--- config.mk ---
export PLATFORM = sky130hd
export DESIGN_NAME = operand_loader
export DESIGN_NICKNAME = d
export VERILOG_FILES = /design/src/rtl/operand_loader.sv
export SDC_FILE = /design/constraint.sdc
export NUM_CORES = 1
export LEC_CHECK = 0
export ABC_AREA = 1
export CAP_MARGIN = 20
export CELL_PAD_IN_SITES_DETAIL_PLACEMENT = 0
export CELL_PAD_IN_SITES_GLOBAL_PLACEMENT = 1
export CORE_MARGIN = 2
export CORE_UTILIZATION = 43
export DETAILED_ROUTE_END_ITERATION = 16
export GPL_TIMING_DRIVEN = 1
export PLACE_DENSITY_LB_ADDON = 0.25
export SLEW_MARGIN = 20
export SYNTH_ARGS = -nofsm -noshare
export SYNTH_HDL_FRONTEND = slang
export SYNTH_SLANG_ARGS = --single-unit
--- constraint.sdc ---
create_clock -name clk -period 7.3 [get_ports clk]
set_clock_uncertainty 0.05 [all_clocks]
set_input_delay 1.46 -clock clk [delete_from_list [all_inputs] [get_ports clk]]
set_output_delay 1.46 -clock clk [all_outputs]
set_load 0.005 [all_outputs]
--- src/rtl/operand_loader.sv ---
// operand_loader: synchronises and debounces board buttons, then loads 8-bit operands A and B one nibble at a time.
module operand_loader #(
  parameter int OPERAND_DESIGN  = 3,
  parameter int RESULT_DESIGN   = 7,
  parameter int DEBOUNCE_CYCLES = 500000
) (
  input  logic                      clk,
  input  logic                      rst,
  input  logic [OPERAND_DESIGN:0]   sw_arg,
  input  logic                      btn_select,
  input  logic                      btn_lo_hi,
  input  logic                      btn_load,
  output logic [OPERAND_DESIGN:0]   arg,
  output logic                      select_args,
  output logic                      lo_hi_arg,
  output logic                      load_args,
  output logic [RESULT_DESIGN:0]    operand_a,
  output logic [RESULT_DESIGN:0]    operand_b,
  output logic                      operands_ready
);
  localparam int CW = $clog2(DEBOUNCE_CYCLES);
  localparam logic [CW-1:0] MAX = CW'(DEBOUNCE_CYCLES - 1);
  logic [OPERAND_DESIGN:0] r_sw1, r_sw2;
  logic [2:0] r_btn1, r_btn2, r_db, r_db_d, r_evt;
  logic [CW-1:0] r_cnt [3];
  logic r_sel, r_lh, r_load, r_ready;
  logic [3:0] r_mask;
  logic [RESULT_DESIGN:0] r_a, r_b, w_src, w_wr;
  // button bit order: 0 = select, 1 = lo/hi, 2 = load
  assign w_src = r_sel ? r_b : r_a;
  assign w_wr  = r_lh ? {r_sw2, w_src[OPERAND_DESIGN:0]}
                      : {w_src[RESULT_DESIGN:OPERAND_DESIGN+1], r_sw2};
  always_ff @(posedge clk or posedge rst)
    if (rst) begin
      r_sw1  <= '0;
      r_sw2  <= '0;
      r_btn1 <= '0;
      r_btn2 <= '0;
      r_db   <= '0;
      r_db_d <= '0;
      r_evt  <= '0;
      for (int i = 0; i < 3; i++) r_cnt[i] <= '0;
    end else begin
      r_sw1  <= sw_arg;
      r_sw2  <= r_sw1;
      r_btn1 <= {btn_load, btn_lo_hi, btn_select};
      r_btn2 <= r_btn1;
      r_db_d <= r_db;
      r_evt  <= r_db & ~r_db_d;
      for (int i = 0; i < 3; i++)
        if (r_btn2[i] == r_db[i]) r_cnt[i] <= '0;
        else if (r_cnt[i] == MAX) begin
          r_db[i]  <= r_btn2[i];
          r_cnt[i] <= '0;
        end else r_cnt[i] <= r_cnt[i] + CW'(1);
    end
  // a load uses the pre-toggle selection even when toggles fire on the same edge
  always_ff @(posedge clk or posedge rst)
    if (rst) begin
      r_sel   <= 1'b0;
      r_lh    <= 1'b0;
      r_load  <= 1'b0;
      r_ready <= 1'b0;
      r_mask  <= '0;
      r_a     <= '0;
      r_b     <= '0;
    end else begin
      r_load  <= r_evt[2];
      r_ready <= &r_mask;
      if (r_evt[0]) r_sel <= ~r_sel;
      if (r_evt[1]) r_lh <= ~r_lh;
      if (r_evt[2]) begin
        if (r_sel) r_b <= w_wr;
        else r_a <= w_wr;
        r_mask[{r_sel, r_lh}] <= 1'b1;
      end
    end
  assign arg            = r_sw2;
  assign select_args    = r_sel;
  assign lo_hi_arg      = r_lh;
  assign load_args      = r_load;
  assign operand_a      = r_a;
  assign operand_b      = r_b;
  assign operands_ready = r_ready;
endmodule

==> reports/metrics.yaml <==
layout:
  layout-drive-gt1-share_pct: 8.98
  finalNonFillerCells: 811
  final_util_pct: 50.8
  finalNetCount: 675
  fillCellCount: 1112
  syn_to_final_growth_pct: 15.1
  multi_input_area_um2: 2130
  seq_area_um2: 2600
  n_antenna_cell: 0
power:
  combPwrFrac_pct: 3.3
  leakage_nw: 2.57
  total_power_mw: 1.09
  p_int_mw: 0.850
  vdd_drop_max_uv: 126
  p_switching_mw: 0.241
  clockPowerShare_pct: 42.7
  seqPwrFrac_pct: 54.0
  pwr_density_cell_nw_per_um2: 188
  p_sw_share_pct: 22.1
detailed_routing:
  vias: 3867
  drt-vias-per-instance: 4.77
  drt-pass1-iter-count: 6
  wl_per_cell_um: 12.6
  wirelength_um: 10200
  drtAntennaViolNets: 0
  drc_errors: 0
  first_iter_violations: 243
job:
  cap_violations: 0
synth:
  seq_area_frac_synth_pct: 51.6
  syn_area_um2: 5040
  ys_ff_latch: 104
  syn_avg_cell_area_um2: 8.05
  syn-num-nets: 638
  synth.distinct_cells: 28
  yosys_warnings: 0
  synthCells: 626
sta:
  tns_ps: 0
  hold_viol: 0
  max_slew_margin_pct: 43.6
  fin_crit_sh_pct: 41.3
  hold_ws_ps: 300
  final-max-slew-violation-count: 0
  final.min_clock_period_ps: 3010
  rsz0062_at_grt: "no"
  finalSetupViolations: 0
  worstMarginPinSlew_ps: 846
  fmax_mhz: 332
setup_path:
  cpPeakStageDelay_ps: 590
  path_class: "reg2out"
  critPathMaxFanout: 12
  cp-start-kind: "flip-flop"
  path_cells: "clkdlybuf4s50_1"
  worst_ep_arrival_time_ps: 1500
  cp.required_ps: 5790
  cp_num_buf_inv: 1
  cp-end-kind: "output pin"
  cp_top_family: "buffers and inverters"
  cpMaxStageDelayCell: "clkdlybuf4s50_1"
die:
  start_util_pct: 44.2
  dieHeight_um: 112
  ios: 33
  die_w_um: 112
  die-area_um2: 12600
  row_count: 39
  coreArea_um2: 11400
grt:
  grt_overflow: 0
  grt_pass1_vias: 3723
  grt_pass1_wl_um: 18000
  grt_antenna_before_repair: 0
  grtUsageTotal_pct: 17.6
  grt_max_degree: 70
cts:
  cts.repair.resized: 0
  hold_buffers: 0
  cts_max_level: 3
  insertion_delay_ps: 340
  postCtsSetupBuffers: 0
  cts.clk_slew.worst_paths_ps: 70
  cts_tree: "done"
  cts_root_buf: "clkbuf_16"
  cts_buffer_depth: 2
  cts_made_buffers: 9
  numClockSinks: 104
placement:
  dpl.hpwl_um: 7460
  globalplace.congestion: 0.831
  dpl.cell_count: 795
  port_buffers: 32
outcome:
  status: "finished, final reports clean"
worst_hold_path:
  hp-class: "reg2reg"
## registers in the layout, summed over array words and instances (netlist names)
signal / flops
r_cnt: 57
r_evt: 3
r_mask: 4
r_btn2: 3
r_db_d: 3
load_args: 1
operand_b: 8
r_btn1: 3
arg: 4
operands_ready: 1
operand_a: 8
r_sw1: 4
r_db: 3
select_args: 1
lo_hi_arg: 1
## kinds of logic after synthesis
group	Yosys count	synth area share, %
buffers and inverters	80	6.23
and+or+nand+nor	376	32.1
DFF	104	51.6
AOI/OAI and AO/OA	32	3.45
xor gates and xnor gates	31	5.83
adders and majority gates	3	0.744
## routing by layer
layer,wire length (um),track usage (%),up-vias
li1,-,-,2003
met1,5170,25.8,1806
met2,4590,26.4,52
met3,333,3.94,6
met4,80,5.37,0
met5,0,0,-
## power by group through the flow
stage	logic [mW]	clock network (mW)	registers, mW
2_1_floorplan	0.0227	0	0.599
3_3_place_gp	0.0370	0	0.600
3_5_place_dp	0.0376	0	0.601
4_1_cts	0.0377	0.481	0.589
5_1_grt	0.0420	0.508	0.590
6_report	0.0361	0.466	0.589
## cell usage in the layout, fill, tap and decap left out
cell type / n
o211ai_1: 4
nand2_2: 10
nor4_1: 1
clkinv_4: 3
inv_1: 65
dfrtp_1: 104
and3_1: 2
o21ai_0: 14
nand3_1: 46
nor2_4: 3
inv_4: 1
nand2_1: 149
clkdlybuf4s50_1: 32
ha_1: 3
o21ai_1: 3
xnor2_1: 6
nor3b_1: 1
a21oi_1: 9
o21a_1: 1
nor3_2: 1
xor2_2: 3
nor2_2: 14
nand4_1: 6
clkbuf_8: 2
o22ai_1: 1
nor2_1: 138
inv_2: 7
buf_4: 1
nor3b_2: 2
xor2_1: 22
clkbuf_16: 9
inv_8: 1
nand3_2: 3
clkbuf_1: 1
## worst paths after layout
check                          start         to  slack (ps)  cells after the start
setup / recovery           lo_hi_arg  lo_hi_arg        4290                      1
setup reg to reg           r_cnt[19]  r_cnt[35]        5720                      8
hold / removal              r_sw1[1]     arg[1]         300                      0
min in group asynchronous        rst  r_cnt[49]        1430                      2
hold reg to reg             r_sw1[1]     arg[1]         300                      0
max in group asynchronous        rst  r_cnt[11]        4540                      3
## area by class of cell
| cell class | instances | area share, % |
|---|---|---|
| clock buffer | 12 | 4.42 |
| timing repair buffer | 33 | 5.65 |
| sequential | 104 | 44.8 |
| inverter | 73 | 4.76 |
| tap | 143 | 3.08 |
| clock inverter | 4 | 0.647 |
| multi-input combinational | 442 | 36.6 |
## cells in the mapped netlist, drive strengths merged
master | instances | area share (%)
nor2 | 155 | 13
buf | 7 | 0.79
nand3 | 49 | 5.2
and3 | 2 | 0.25
nor3b | 3 | 0.65
dfrtp | 104 | 52
a21oi | 9 | 0.89
nor4 | 1 | 0.12
ha | 3 | 0.74
o21a | 1 | 0.15
inv | 73 | 5.4
nand4 | 6 | 0.74
xnor2 | 6 | 1.0
o21ai | 17 | 1.7
o211ai | 4 | 0.60
o22ai | 1 | 0.12
nor3 | 1 | 0.20
nand2 | 159 | 12
xor2 | 25 | 4.8
## stage by stage
stage                     cell area, um^2  setup slack, ps
after floorplan                      5040             3060
after global placement               5510             4110
after detailed placement             5510             4090
after CTS                            5810             4270
after global routing                 5810             4180
final                                5810             4290
Power figures use the tool's default switching activity.
